[config.mk]
export PLATFORM = sky130hd
export DESIGN_NAME = flash_writer
export DESIGN_NICKNAME = d
export VERILOG_FILES = /design/src/rtl/flash_writer.sv
export SDC_FILE = /design/constraint.sdc
export NUM_CORES = 1
export LEC_CHECK = 0
export ABC_CLOCK_PERIOD_IN_PS = 4200
export CAP_MARGIN = 20
export CORE_ASPECT_RATIO = 0.8
export CORE_MARGIN = 2
export CORE_UTILIZATION = 45
export CTS_CLUSTER_DIAMETER = 30
export DETAILED_ROUTE_END_ITERATION = 8
export PLACE_DENSITY_LB_ADDON = 0.15
export SLEW_MARGIN = 15
export SYNTH_ARGS = -nofsm -noshare
export SYNTH_HDL_FRONTEND = slang
export SYNTH_SLANG_ARGS = --single-unit
export TNS_END_PERCENT = 20
[constraint.sdc]
create_clock -name clk -period 4.2 [get_ports clk]
set_input_delay 1.05 -clock clk [delete_from_list [all_inputs] [get_ports clk]]
set_output_delay 1.05 -clock clk [all_outputs]
set_load 0.005 [all_outputs]
[src/rtl/flash_writer.sv]
// SPI flash write/erase engine behind a 4-register 68040 window: DATA, ADDR, CMD, STATUS.
// Serialises WREN, page program or sector erase, then polls RDSR until the flash is idle.
module flash_writer #(
    parameter logic [3:0] BASE_NIBBLE = 4'h1,
    parameter int         CLKDIV      = 2
) (
    input  logic        clk,
    input  logic        rst,
    input  logic [31:0] a,
    input  logic [31:0] d_in,
    output logic [31:0] d_out,
    output logic        d_oe,
    input  logic        ts,
    input  logic        rw,
    output logic        ta,
    output logic        spi_ss,
    output logic        spi_sck,
    output logic        spi_mosi,
    input  logic        spi_miso,
    output logic        busy,
    output logic [1:0]  bus_state,
    output logic [2:0]  spi_state
);
    typedef enum logic [1:0] {B_IDLE, B_DATA, B_WAIT, B_ACK} bus_t;
    typedef enum logic [2:0] {S_IDLE, S_WREN, S_GAP1, S_OP, S_GAP2, S_POLL, S_DONE} spi_t;

    localparam logic [15:0] DIV_LAST   = 16'(CLKDIV - 1);
    localparam logic [15:0] GAP_LAST   = 16'(4 * CLKDIV - 1);
    localparam logic [63:0] WREN_FRAME = {8'h06, 56'h0};
    localparam logic [63:0] RDSR_FRAME = {8'h05, 56'h0};

    bus_t        bstate;
    spi_t        sstate;
    logic [1:0]  reg_sel;
    logic        rw_q;
    logic [31:0] wdata;
    logic [23:0] addr;
    logic [23:0] op_addr;
    logic [31:0] op_data;
    logic        op_erase;
    logic        start;
    logic        last_wel;
    logic [63:0] sh;
    logic [15:0] div_cnt;
    logic [15:0] gap_cnt;
    logic [6:0]  bit_cnt;
    logic [6:0]  seg_last;
    logic [1:0]  rx;
    logic        poll_cmd_done;
    logic        sel;
    logic        op_write;
    logic [63:0] op_frame;
    logic        unused_addr_bits;

    assign sel       = !ts && (a[31:28] == BASE_NIBBLE);
    assign op_write  = !rw_q && !reg_sel[0];
    assign op_frame  = op_erase ? {8'h20, op_addr, 32'h0} : {8'h02, op_addr, op_data};
    assign seg_last  = (sstate == S_OP) ? (op_erase ? 7'd31 : 7'd63) : 7'd7;
    assign spi_mosi  = sh[63];
    assign bus_state = bstate;
    assign spi_state = sstate;
    assign unused_addr_bits = ^{a[27:4], a[1:0]};

    // Register effects are applied in ACK so an operation starts only once the CPU is released.
    always_ff @(posedge clk or negedge rst) begin
        if (!rst) begin
            bstate   <= B_IDLE;
            ta       <= 1'b1;
            d_oe     <= 1'b1;
            d_out    <= 32'h0;
            reg_sel  <= 2'd0;
            rw_q     <= 1'b1;
            wdata    <= 32'h0;
            addr     <= 24'h0;
            op_addr  <= 24'h0;
            op_data  <= 32'h0;
            op_erase <= 1'b0;
            start    <= 1'b0;
        end else begin
            start <= 1'b0;
            case (bstate)
                B_IDLE: begin
                    ta   <= 1'b1;
                    d_oe <= 1'b1;
                    if (sel) begin
                        reg_sel <= a[3:2];
                        rw_q    <= rw;
                        bstate  <= B_DATA;
                    end
                end
                B_DATA: begin
                    if (!rw_q) wdata <= d_in;
                    bstate <= (op_write && busy) ? B_WAIT : B_ACK;
                end
                B_WAIT: if (!busy) bstate <= B_ACK;
                B_ACK: begin
                    ta     <= 1'b0;
                    d_oe   <= !rw_q;
                    bstate <= B_IDLE;
                    if (rw_q) begin
                        case (reg_sel)
                            2'd1:    d_out <= {8'h0, addr};
                            2'd3:    d_out <= {30'h0, last_wel, busy};
                            default: d_out <= 32'h0;
                        endcase
                    end else begin
                        case (reg_sel)
                            2'd0: begin
                                op_addr  <= addr;
                                op_data  <= wdata;
                                op_erase <= 1'b0;
                                start    <= 1'b1;
                                addr     <= addr + 24'd4;
                            end
                            2'd1: addr <= {wdata[23:2], 2'b00};
                            2'd2: if (wdata[0]) begin
                                op_addr  <= addr;
                                op_erase <= 1'b1;
                                start    <= 1'b1;
                            end
                            default: ;
                        endcase
                    end
                end
                default: bstate <= B_IDLE;
            endcase
        end
    end

    // MOSI is sh[63]; shifting on the SCK fall keeps data changes away from the sampling edge.
    always_ff @(posedge clk or negedge rst) begin
        if (!rst) begin
            sstate        <= S_IDLE;
            busy          <= 1'b0;
            spi_ss        <= 1'b1;
            spi_sck       <= 1'b0;
            sh            <= 64'h0;
            div_cnt       <= 16'h0;
            gap_cnt       <= 16'h0;
            bit_cnt       <= 7'd0;
            rx            <= 2'b00;
            poll_cmd_done <= 1'b0;
            last_wel      <= 1'b0;
        end else begin
            case (sstate)
                S_IDLE: if (start) begin
                    busy    <= 1'b1;
                    spi_ss  <= 1'b0;
                    sh      <= WREN_FRAME;
                    div_cnt <= 16'h0;
                    bit_cnt <= 7'd0;
                    sstate  <= S_WREN;
                end
                S_WREN, S_OP, S_POLL: begin
                    if (div_cnt != DIV_LAST) begin
                        div_cnt <= div_cnt + 16'd1;
                    end else begin
                        div_cnt <= 16'h0;
                        if (!spi_sck) begin
                            spi_sck <= 1'b1;
                            rx      <= {rx[0], spi_miso};
                        end else begin
                            spi_sck <= 1'b0;
                            sh      <= {sh[62:0], 1'b0};
                            bit_cnt <= bit_cnt + 7'd1;
                            if (bit_cnt == seg_last) begin
                                bit_cnt <= 7'd0;
                                if (sstate != S_POLL) begin
                                    spi_ss  <= 1'b1;
                                    sh      <= 64'h0;
                                    gap_cnt <= 16'h0;
                                    sstate  <= (sstate == S_WREN) ? S_GAP1 : S_GAP2;
                                end else begin
                                    poll_cmd_done <= 1'b1;
                                    if (poll_cmd_done && !rx[0]) begin
                                        last_wel <= rx[1];
                                        spi_ss   <= 1'b1;
                                        sh       <= 64'h0;
                                        gap_cnt  <= 16'h0;
                                        sstate   <= S_DONE;
                                    end
                                end
                            end
                        end
                    end
                end
                S_GAP1, S_GAP2: begin
                    if (gap_cnt != GAP_LAST) begin
                        gap_cnt <= gap_cnt + 16'd1;
                    end else begin
                        spi_ss  <= 1'b0;
                        div_cnt <= 16'h0;
                        bit_cnt <= 7'd0;
                        if (sstate == S_GAP1) begin
                            sh     <= op_frame;
                            sstate <= S_OP;
                        end else begin
                            sh            <= RDSR_FRAME;
                            poll_cmd_done <= 1'b0;
                            sstate        <= S_POLL;
                        end
                    end
                end
                S_DONE: begin
                    // Holding busy through a full gap keeps back-to-back operations apart on the wire.
                    if (gap_cnt != GAP_LAST) begin
                        gap_cnt <= gap_cnt + 16'd1;
                    end else begin
                        busy   <= 1'b0;
                        sstate <= S_IDLE;
                    end
                end
                default: sstate <= S_IDLE;
            endcase
        end
    end
endmodule

==> results of run 1 <==
-- cell usage in the layout (no fill, tap or decap), types with 15 or more instances in the layout --
master / netlist / final
o21ai_0: 43 / 43
clkbuf_16: 0 / 53
nor2_1: 34 / 32
nor3_1: 21 / 20
a22o_1: 25 / 25
mux2_2: 45 / 45
inv_1: 25 / 25
nand4_1: 16 / 16
and2_1: 57 / 57
clkdlybuf4s50_1: 0 / 76
nand2_1: 207 / 207
a221o_1: 54 / 54
buf_4: 10 / 18
a21oi_1: 41 / 40
dfrtp_1: 250 / 250
and3_1: 15 / 15
nand3_1: 37 / 37
-- stage by stage --
step	instances	area (sq um)	utilization (%)	setup WS (ns)
2_1_floorplan	1125	11700	-	1.84
5_1_grt	1565	14500	57.0	1.14
3_5_place_dp	1469	12700	50.0	1.37
4_1_cts	1565	14500	57.0	1.36
3_3_place_gp	1469	12700	50.0	1.38
6_report	1565	14500	57.0	1.36
-- cell type report --
cell class	count	area [sq um]	area share [%]
clock buffer	66	1450	10.0
clock inverter	30	325	2.25
inverter	25	93.8	0.649
multi-input combinational	769	4870	33.7
sequential	254	6360	44.0
tap	324	405	2.81
timing repair buffer	97	951	6.58
-- cell families after synthesis --
kind of cell / count (synthesis) / share of synthesized area, %
flops: 254 / 54.6
simple gates: 450 / 19.3
other cells: 1 / 0.0322
mux: 53 / 5.03
fa+ha+maj: 10 / 1.07
compound gates: 244 / 15.6
xor+xnor: 4 / 0.301
buf+inv: 102 / 4.13
-- registers in the layout, summed over array words and instances, names as in the netlist, 2 cells and up --
signal / count
sh: 64
op_data: 32
wdata: 32
d_out: 24
addr: 22
op_addr: 22
div_cnt: 16
gap_cnt: 16
bit_cnt: 7
spi_state: 3
bus_state: 2
reg_sel: 2
rx: 2
-- per-layer routing --
metal  share of wire, %  wire, microns  track usage (%)  up-vias
li1                   -              -                -     4220
met1                 49          14000             32.1     4468
met2                 43          12200             30.9      224
met3                5.5           1560             4.95       40
met4                1.9            535             6.60        0
met5                  0              0                0        -
-- report_power, final --
| part | switching [mW] | internal (mW) |
|---|---|---|
| registers | 0.676 | 3.29 |
| logic | 0.903 | 0.960 |
| clock network | 1.35 | 2.74 |
-- how the worst min path moves through the flow --
stage	start	end
3_5_place_dp	op_data[3]	op_data[3]
2_1_floorplan	wdata[1]	op_data[1]
5_1_grt	rst	gap_cnt[2]
3_3_place_gp	op_addr[16]	op_addr[16]
4_1_cts	rst	gap_cnt[14]
6_report	rst	gap_cnt[14]
==> impl_metrics.env, run 1 <==
export IMPL_fin_setup_tns_ns=0
export IMPL_critPathRequiredTime_ns=4.63
export IMPL_routed_via_count=8952
export IMPL_grt_pass1_vias=8746
export IMPL_pwr_density_cell_nw_per_um2=686
export IMPL_end_kind="flop"
export IMPL_coreArea_sq_um=25400
export IMPL_rrSetupSlack_ns=1.36
export IMPL_maxCapViolations=0
export IMPL_cp_slowest_cell="nor3_4"
export IMPL_finalSetupViolations=0
export IMPL_hold_slack_ns=0.412
export IMPL_cpLargestDelayFamily="simple AND/OR/NAND/NOR gates"
export IMPL_relSlewSlack_pct=29.5
export IMPL_rr_worst_depth=7
export IMPL_start_util_pct=45.9
export IMPL_synth_most_common_cell="dfrtp_1"
export IMPL_p_total_mw=9.91
export IMPL_netlist_area_sq_um=11700
export IMPL_drc_errors=0
export IMPL_drive_gt1_share_pct=14.6
export IMPL_ioPinCount=112
export IMPL_cts_tree="done"
export IMPL_reg2reg_to="sh[62]"
export IMPL_hold_class="primary input to async pin"
export IMPL_die_height_microns=148
export IMPL_synthCells=1118
export IMPL_cts_buffers=52
export IMPL_syn2layout_area_growth_pct=24.0
export IMPL_clk_pin_slew_ns=0.05
export IMPL_grt_setup_unrepaired="no"
export IMPL_grt_pass1_wl_mm=46.8
export IMPL_num_nets_final=1278
export IMPL_maxSlewViolCount=0
export IMPL_detail_route_antenna_nets=0
export IMPL_clk_path_buf_depth=3
export IMPL_die_area_sq_um=27200
export IMPL_ir_worst_vdd_v=0.000405
export IMPL_grt_start_max_net_pins=83
export IMPL_root_buffer="clkbuf_16"
export IMPL_criticalPathCategory="flop to flop"
export IMPL_rows=52
export IMPL_period_minus_slack_ns=2.84
export IMPL_drtIter0Drc=674
export IMPL_worstMarginPinSlew_ns=1.06
export IMPL_grtUsageTotal_pct=21.4
export IMPL_critical_path_max_stage_delay_ns=0.48
export IMPL_grt_overflow_total=0
export IMPL_wl_per_cell_microns=18.1
export IMPL_syn_avg_cell_area_sq_um=10.4
export IMPL_diodes=0
export IMPL_hpwl_mm=18.0
export IMPL_place_gp_congestion=0.839
export IMPL_grt_antenna_before_repair=0
export IMPL_arrival_ns=3.27
export IMPL_fin_skew_ns=0.0246
export IMPL_hold_violations=0
export IMPL_status="completed"
export IMPL_crit_start="gap_cnt[0]"
export IMPL_synth_top_area_share_pct=53.7
export IMPL_synth_distinct_cells=67
export IMPL_cts_setup_buffers=0
export IMPL_cts_resized=0
export IMPL_crit_chain="ha_1, nand2_1, nor4_2, a21oi_2, buf_4, nor3_4, mux2_2"
export IMPL_async_reset_ff_share_pct=100
export IMPL_yosysWarnings=0
export IMPL_dr_pass1_iters=7
export IMPL_portBuffers=77
export IMPL_finalWirelength_mm=28.3
export IMPL_n_fill_cell=2201
export IMPL_synthTopCellsByCount="dfrtp_1, nand2_1, and2_1, clkbuf_1, a221o_1"
export IMPL_regToRegStartpoint="gap_cnt[0]"
export IMPL_synth_seq_cells=254
export IMPL_die_w_microns=184
export IMPL_power_leakage_nw=6.50
export IMPL_synth_top_area_cell="dfrtp_1"
export IMPL_via_per_inst=5.72
export IMPL_clk_latency_ns=0.56
export IMPL_max_freq_ghz=0.352
export IMPL_cp_num_cells=7
export IMPL_worst_setup_path_start_kind="flop"
export IMPL_synth_edf_count=0
export IMPL_cp_endpoint="sh[62]"
export IMPL_ctsHoldBuffers=0
export IMPL_post_route_period_util_pct=67.6
export IMPL_synth_area_leaders="dfrtp_1, nand2_1, a221o_1"
export IMPL_seq_area_frac_synth_pct=54.6
export IMPL_cts_max_level=2
export IMPL_critPathBufInv=1
export IMPL_synth_flop_cell="dfrtp_1"
export IMPL_numClockSinks=254
export IMPL_cp_max_fo=20
(Power assumes the default switching activity.)
==> run 2: changes to the inputs <==
ABC_CLOCK_PERIOD_IN_PS = 2300   (was 4200)
clock period = 2.3 ns   (was 4.2 ns; I/O delays follow)
==> run 2 against run 1 <==
The flow now finishes with violations (setup timing). Critical path depth rose by 1. Maximum frequency grew 21%. Sequential cell count did not move. Sequential power is 81% higher. Non-clock buffer count is 79 higher. Wire length is 6.2% higher. Core utilization increased by 2.9 points. Largest power group unchanged.
==> impl_metrics.env, run 2 (synthesis gave the netlist of run 1 again) <==
export IMPL_cp_max_fo=16
export IMPL_worstMarginPinSlew_ns=0.647
export IMPL_critPathBufInv=3
export IMPL_top_register="sh"
export IMPL_diodes=0
export IMPL_pwr_density_cell_nw_per_um2=1200
export IMPL_finalWirelength_mm=30.1
export IMPL_drive_gt1_share_pct=19.9
export IMPL_relSlewSlack_pct=56.8
export IMPL_maxCapViolations=0
export IMPL_via_per_inst=5.72
export IMPL_fin_setup_tns_ns=-0.611
export IMPL_grt_pass1_wl_mm=49.1
export IMPL_grt_setup_unrepaired="yes"
export IMPL_routed_via_count=9375
export IMPL_drc_errors=0
export IMPL_criticalPathCategory="flop to flop"
export IMPL_layout_common_cells="dfrtp_1, nand2_1, buf_4"
export IMPL_cts_tree="done"
export IMPL_hold_class="flop to flop"
export IMPL_ir_worst_vdd_v=0.000711
export IMPL_n_fill_cell=2127
export IMPL_period_minus_slack_ns=2.35
export IMPL_syn2layout_area_growth_pct=30.3
export IMPL_clk_path_buf_depth=3
export IMPL_cpLargestDelayFamily="simple AND/OR/NAND/NOR gates"
export IMPL_cts_max_level=2
export IMPL_max_freq_ghz=0.426
export IMPL_violations="setup timing"
export IMPL_grtUsageTotal_pct=22.4
export IMPL_post_route_period_util_pct=102
export IMPL_drtIter0Drc=864
export IMPL_critPathRequiredTime_ns=2.78
export IMPL_end_kind="flop"
export IMPL_grt_antenna_before_repair=0
export IMPL_wl_per_cell_microns=18.4
export IMPL_ioPinCount=112
export IMPL_grt_overflow_total=0
export IMPL_largest_registers="sh x64, op_data x32, wdata x32"
export IMPL_detail_route_antenna_nets=0
export IMPL_grt_start_max_net_pins=55
export IMPL_layout_setup_ws_ns=-0.0454
export IMPL_clk_pin_slew_ns=0.05
export IMPL_arrival_ns=2.83
export IMPL_power_leakage_nw=6.92
export IMPL_cts_buffers=49
export IMPL_crit_chain="or3_4, or4_4, buf_4, nor4_4, buf_6, clkbuf_16, and2_1, a221o_1"
export IMPL_die_area_sq_um=27200
export IMPL_hold_violations=0
export IMPL_place_gp_congestion=0.864
export IMPL_maxSlewViolCount=0
export IMPL_hpwl_mm=19.6
export IMPL_die_height_microns=148
export IMPL_coreArea_sq_um=25400
export IMPL_status="complete, but fails checks"
export IMPL_numClockSinks=254
export IMPL_dr_pass1_iters=5
export IMPL_hold_slack_ns=0.459
export IMPL_final_common_cell="dfrtp_1"
export IMPL_clk_latency_ns=0.55
export IMPL_worst_setup_path_start_kind="flop"
export IMPL_largest_reg_flops=64
export IMPL_grt_pass1_vias=9231
export IMPL_rows=52
export IMPL_fin_skew_ns=0.0320
export IMPL_cp_slowest_cell="or4_4"
export IMPL_finalSetupViolations=29
export IMPL_root_buffer="clkbuf_16"
export IMPL_die_w_microns=184
export IMPL_start_util_pct=45.9
export IMPL_num_nets_final=1354
export IMPL_portBuffers=77
export IMPL_critical_path_max_stage_delay_ns=0.52
run 2: cell count changes in the layout (fill, tap and decap cells not counted), moves of 2 or more:
cell / change
buf_12: +12
buf_4: +62
buf_6: +2
clkinv_4: -4
dfrtp_1: -4
dfrtp_2: +4
inv_6: -2
o21ai_0: -2
o21ai_1: +2
run 2: path summary, 6_finish.rpt:
path	start	endpoint	slack, ns	cells past startpoint
max	gap_cnt[13]	sh[29]	-0.05	8
min	wdata[24]	op_data[24]	0.46	2
max reg2reg	gap_cnt[13]	sh[29]	-0.05	8
min reg2reg	wdata[24]	op_data[24]	0.46	2
max in group asynchronous	rst	wdata[17]	1.05	3
min in group asynchronous	rst	gap_cnt[7]	0.56	2
run 2: stage by stage:
stage / utilization (%) / std cells / power [mW] / instance area, sq um / setup slack (ns)
CTS: 59.4 / 1631 / 18.3 / 15100 / -0.0157
global route: 59.9 / 1638 / 19.2 / 15200 / -0.0871
detailed placement: 52.6 / 1540 / 10.9 / 13400 / -0.0215
floorplan: - / 1125 / 9.27 / 11700 / -0.0417
global placement: 52.6 / 1540 / 10.8 / 13400 / 0.00722
finish: 59.9 / 1638 / 18.2 / 15200 / -0.0454
run 2: layer usage:
layer | routed length, microns | GRT usage, %
met3 | 1780 | 3.92
met2 | 12800 | 31.8
met4 | 681 | 5.96
met5 | 0 | 0
met1 | 14900 | 35.0
run 2: worst reg2reg max path, delay by kind of cell, from the launching register on:
family	cells	cell delay (ns)
buf+inv	3	0.54
compound gates	1	0.10
simple gates	4	1.28
flops	1	0.37
run 2: layout make-up:
class / count / area [sq um] / area share, %
flip-flops and latches: 254 / 6370 / 41.9
clock buffers: 62 / 1370 / 8.99
multi-input cells: 769 / 4880 / 32.2
repair buffers: 176 / 1740 / 11.4
inverters: 25 / 93.8 / 0.618
well taps: 324 / 405 / 2.67
clock inverters: 28 / 335 / 2.21
run 2: power breakdown:
| part | internal (mW) | leakage (nW) | switching (mW) |
|---|---|---|---|
| combinational | 1.93 | 2.85 | 1.78 |
| clock | 4.87 | 0.831 | 2.40 |
| sequential | 6.00 | 3.24 | 1.17 |
| total | 12.8 | 6.92 | 5.35 |
run 2: repair_timing:
item / in CTS / in global routing
endpoints found under the setup margin: 21 / 81
pin swaps: 6 / 21
hold endpoints to repair: 42 / 0
setup buffers: 0 / 5
gates cloned: 0 / 2
resized for setup: 3 / 10
hold buffers: 1 / 0
